**src/rtl/character_data_pkg.sv**
```systemverilog
// Shared constants for the keyboard character accumulator: PS/2 set-2 scan
// codes of interest, the empty-slot marker and the window geometry.
package char_data_pkg;

    localparam logic [7:0] SC_BREAK   = 8'hF0;
    localparam logic [7:0] SC_EXT     = 8'hE0;
    localparam logic [7:0] SC_SPACE   = 8'h29;
    localparam logic [7:0] SC_BKSP    = 8'h66;
    localparam logic [7:0] ASCII_NONE = 8'h00;

    localparam int CHAR_SLOTS = 4;
    localparam int CHAR_W     = 8;
    localparam int WIN_W      = CHAR_SLOTS * CHAR_W;

endpackage

```
**src/rtl/character_data_ps2_to_ascii.sv**
```systemverilog
// Combinational PS/2 set-2 make code to uppercase ASCII lookup; o_valid marks
// codes that append a character (letters, main-row digits, space).
module ps2_to_ascii
    import char_data_pkg::*;
(
    input  logic [7:0] i_scan,
    output logic [7:0] o_ascii,
    output logic       o_valid
);

    always_comb begin
        o_ascii = ASCII_NONE;
        o_valid = 1'b1;
        case (i_scan)
            8'h1C: o_ascii = 8'h41; // A
            8'h32: o_ascii = 8'h42;
            8'h21: o_ascii = 8'h43;
            8'h23: o_ascii = 8'h44;
            8'h24: o_ascii = 8'h45;
            8'h2B: o_ascii = 8'h46;
            8'h34: o_ascii = 8'h47;
            8'h33: o_ascii = 8'h48;
            8'h43: o_ascii = 8'h49;
            8'h3B: o_ascii = 8'h4A;
            8'h42: o_ascii = 8'h4B;
            8'h4B: o_ascii = 8'h4C;
            8'h3A: o_ascii = 8'h4D;
            8'h31: o_ascii = 8'h4E;
            8'h44: o_ascii = 8'h4F;
            8'h4D: o_ascii = 8'h50;
            8'h15: o_ascii = 8'h51;
            8'h2D: o_ascii = 8'h52;
            8'h1B: o_ascii = 8'h53;
            8'h2C: o_ascii = 8'h54;
            8'h3C: o_ascii = 8'h55;
            8'h2A: o_ascii = 8'h56;
            8'h1D: o_ascii = 8'h57;
            8'h22: o_ascii = 8'h58;
            8'h35: o_ascii = 8'h59;
            8'h1A: o_ascii = 8'h5A; // Z
            8'h45: o_ascii = 8'h30; // 0
            8'h16: o_ascii = 8'h31;
            8'h1E: o_ascii = 8'h32;
            8'h26: o_ascii = 8'h33;
            8'h25: o_ascii = 8'h34;
            8'h2E: o_ascii = 8'h35;
            8'h36: o_ascii = 8'h36;
            8'h3D: o_ascii = 8'h37;
            8'h3E: o_ascii = 8'h38;
            8'h46: o_ascii = 8'h39; // 9
            SC_SPACE: o_ascii = 8'h20;
            default: o_valid = 1'b0;
        endcase
    end

endmodule

```
**src/rtl/character_data.sv**
```systemverilog
// Keyboard character accumulator: keeps the last four typed characters, newest
// in out[7:0]. Define CHARDATA_BACKSPACE_EN to make scan code 66 delete one.
module character_data
    import char_data_pkg::*;
(
    input  logic              clock,
    input  logic              reset,
    input  logic [7:0]        data_PS2key,
    input  logic              ctrl_PS2pressed,
    output logic [WIN_W-1:0]  out
);

    logic             r_prev;
    logic             r_break_pending;
    logic [WIN_W-1:0] r_window;

    logic             w_event;
    logic [7:0]       w_ascii;
    logic             w_valid;
    logic             w_bksp;

    ps2_to_ascii u_decode (
        .i_scan  (data_PS2key),
        .o_ascii (w_ascii),
        .o_valid (w_valid)
    );

    // r_prev resets high so a strobe already asserted at reset release is ignored.
    assign w_event = ctrl_PS2pressed & ~r_prev;

`ifdef CHARDATA_BACKSPACE_EN
    assign w_bksp = (data_PS2key == SC_BKSP);
`else
    assign w_bksp = 1'b0;
`endif

    always_ff @(posedge clock or negedge reset) begin
        if (!reset) begin
            r_prev          <= 1'b1;
            r_break_pending <= 1'b0;
            r_window        <= '0;
        end else begin
            r_prev <= ctrl_PS2pressed;
            if (w_event) begin
                if (r_break_pending) begin
                    r_break_pending <= 1'b0;
                end else if (data_PS2key == SC_BREAK) begin
                    r_break_pending <= 1'b1;
                end else if (data_PS2key == SC_EXT) begin
                    r_window <= r_window;
                end else if (w_valid) begin
                    r_window <= {r_window[WIN_W-CHAR_W-1:0], w_ascii};
                end else if (w_bksp) begin
                    r_window <= {ASCII_NONE, r_window[WIN_W-1:CHAR_W]};
                end
            end
        end
    end

    assign out = r_window;

endmodule

```
**config.mk**
```make
export PLATFORM = sky130hd
export DESIGN_NAME = character_data
export DESIGN_NICKNAME = d
export VERILOG_FILES = /design/src/rtl/character_data_pkg.sv /design/src/rtl/character_data_ps2_to_ascii.sv /design/src/rtl/character_data.sv
export SDC_FILE = /design/constraint.sdc
export NUM_CORES = 1
export LEC_CHECK = 0
export ABC_AREA = 1
export BUFFER_PORTS_ARGS = -buffer_cell sky130_fd_sc_hd__buf_2
export CAP_MARGIN = 20
export CORE_MARGIN = 10
export CORE_UTILIZATION = 51
export CTS_CLUSTER_DIAMETER = 120
export DETAILED_ROUTE_END_ITERATION = 12
export PLACE_DENSITY = 0.84
export SYNTH_ARGS = -nofsm -noshare
export SYNTH_HDL_FRONTEND = slang
export SYNTH_HIERARCHICAL = 1
export SYNTH_SLANG_ARGS = --single-unit
```
**constraint.sdc**
```tcl
create_clock -name clock -period 2.2 [get_ports clock]
set_clock_uncertainty 0.2 [all_clocks]
set_input_delay 0.33 -clock clock [delete_from_list [all_inputs] [get_ports clock]]
set_output_delay 0.33 -clock clock [all_outputs]
set_load 0.01 [all_outputs]
```
==> impl_metrics.yaml <==
status:
  status: "completed"
clock_network:
  h-tree-depth: 2
  clock_path_buffers: 2
  clock_latency_ps: 280
  numClockSinks: 34
  path_clk_slew_ps: 60
  numCtsBuffers: 5
  root_buffer: "clkbuf_8"
  postCtsSetupRepairBufs: 0
  cts_tree: "yes"
drt:
  drtAntennaViolNets: 0
  drt_iter0_markers: 150
  postRouteWirelength_um: 5289
  dr.pass1.iters: 4
  vias: 2165
  post_drt_wl_per_cell_um: 12.50
  drc: 0
  via_per_inst: 5.118
logic_synthesis:
  synth_area_leaders: "dfrtp_1 38%, nand2_1 21%, nand3_1 9.5%, nor2_1 4.9%, nand2_2 4.1%"
  synthTopCellsByCount: "123 x nand2_1, 41 x nand3_1, 33 x dfrtp_1"
  synth-seq-cells: 34
  syn_area_sq_um: 2157
  ys_warn_count: 6
  synth_edf_count: 0
  synth_most_common_cell: "nand2_1"
  ys_types: 25
  synth_top_area_share: 0.3828
  synthCells: 310
  synth-main-ff-cell: "dfrtp_1"
  avgSynthCellArea_sq_um: 6.958
  synth_nets: 321
  yosysSeqAreaShare: 0.3950
  ys_async_sr_fraction: 1.000
  synth_top_cell_by_area: "dfrtp_1"
sta:
  hold_viol: 0
  period_share: 0.9204
  setup_viol: 0
  grt_setup_unrepaired: "false"
  slew_violations: 0
  relSlewSlack: 0.5255
  max_slew.worst_pin.slew_ps: 711.7
  setup_slack_ps: 175.1
  fmax_ghz: 0.4938
  min_period_ps: 2025
floorplan:
  ios: 43
  fp.dieW_um: 85.04
  die_area_sq_um: 7231
  start_util: 0.5316
  core_area_sq_um: 4058
  fp.dieH_um: 85.04
  core.rowCount: 23
setup_path:
  worstSetupPathType: "input port to flip-flop"
  crit_fanout: 32
  worstPathArrival_ps: 2000
  crit_path_end_kind: "flip-flop"
  critPathLaunchType: "input port"
  required_ps: 2170
place:
  port_buffers: 42
  finalWeightedCongestion: 0.9684
  placed_cells: 414
  dp_hpwl_um: 4107
  dp_slack_ps: -147.5
power_and_ir_drop:
  powerDensity_nw_per_um2: 595.7
  leakage_nw: 1.589
  power_mw: 1.594
  peakVddDrop_uv: 225.4
final_layout:
  layout-drive-gt1-share: 0.3029
  n_antenna_cell: 0
  post-route-util: 0.6593
  fin_cells: 423
  finalNetCount: 384
  areaGrowthSynthToFinish_pct: 24.01
job:
  maxCapViolCount: 0
global_route:
  grt_pass1_vias: 2011
  grt_max_degree: 35
  overflow: 0
  antenna_found_initial: 0
  track_usage: 0.1486
  grt_pass1_wl_um: 9052
worst_hold_path:
  hold_class: "flip-flop to flip-flop"
==> repair_timing <==
item / 4_1_cts / 5_1_grt
setup endpoints to repair: 0 / 32
endpoints found under the hold margin: 34 / 0
hold buffers: 2 / 0
resized for setup: 0 / 4
==> state kept, by name, indices dropped and copies added (netlist names) <==
name and count:
out 32, r_break_pending 1, r_prev 1
==> per-stage QoR <==
stage	hold WS, ps	cell area [sq um]	TNS (ps)
4_1_cts	269.4	2651	0
3_5_place_dp	226.4	2519	-3717
3_3_place_gp	221.7	2519	-4089
2_1_floorplan	-165.6	2157	0
6_report	264.4	2675	0
5_1_grt	298.4	2675	0
==> worst max-delay path: stages <==
cell and delay [ps]:
buf_2 130, inv_1 70, nand2_1 90, nor2_1 250, nand2_1 140, nand2_1 110
nor2_1 50, nand2_1 100, nor2_2 50, nand3_1 60, inv_1 60, nor2_4 220
nand2_8 170, nand2_1 110, nand2_1 60
==> cells by family after synthesis <==
| kind of cell | synth area share |
|---|---|
| buf+inv | 0.07076 |
| flops | 0.3950 |
| other cells | 0.001738 |
| compound gates | 0.01972 |
| simple gates | 0.5128 |
==> cells in the final DEF (no fill, tap or decap), types with 2 or more instances in the layout <==
master / Yosys / routed
o21ai_0: 3 / 3
nand3_1: 41 / 41
nand4_1: 7 / 7
buf_4: 3 / 21
and3_1: 2 / 2
a21oi_1: 2 / 2
nand2_1: 123 / 123
nor3_1: 4 / 4
dlygate4sd3_1: 0 / 2
dfrtp_1: 33 / 33
nor2_4: 3 / 6
nor3b_1: 2 / 2
nor2_1: 28 / 28
nand2_2: 14 / 14
inv_1: 11 / 11
clkbuf_8: 0 / 6
inv_2: 6 / 6
buf_2: 2 / 42
nor2_2: 13 / 10
==> worst paths after layout <==
check	start	endpoint	slack (ps)	cells after the start
max	data_PS2key[2]	out[23]	180	15
max reg2reg	r_break_pending	out[23]	780	6
min	out[27]	out[27]	260	2
min reg2reg	out[27]	out[27]	260	2
min in group asynchronous	reset	out[28]	440	2
max in group asynchronous	reset	out[3]	900	2
==> report_power, final <==
| group | internal (mW) | total (mW) | switching (mW) | leakage (nW) |
|---|---|---|---|---|
| Combinational | 0.108 | 0.287 | 0.179 | 1.07 |
| Sequential | 0.690 | 0.739 | 0.0490 | 0.466 |
| Clock | 0.362 | 0.567 | 0.206 | 0.0573 |
| Total | 1.16 | 1.59 | 0.433 | 1.59 |
==> layout make-up <==
class	count	area, sq um
Sequential cell	34	852.1
Tap cell	50	62.56
Clock buffer	6	82.58
Clock inverter	1	30.03
Multi-Input combinational cell	249	1176
Fill cell	338	1383
Timing Repair Buffer	66	407.9
Inverter	17	63.81
==> per-layer routing <==
metal  vias to the layer above  routed length [um]  GRT usage
li1                       1114                   -          -
met1                       981                2139     0.1645
met2                        58                2675     0.2520
met3                        12                 345    0.04207
met4                         0                 128    0.07784
met5                         -                   0          0
Power figures use the tool's default switching activity.
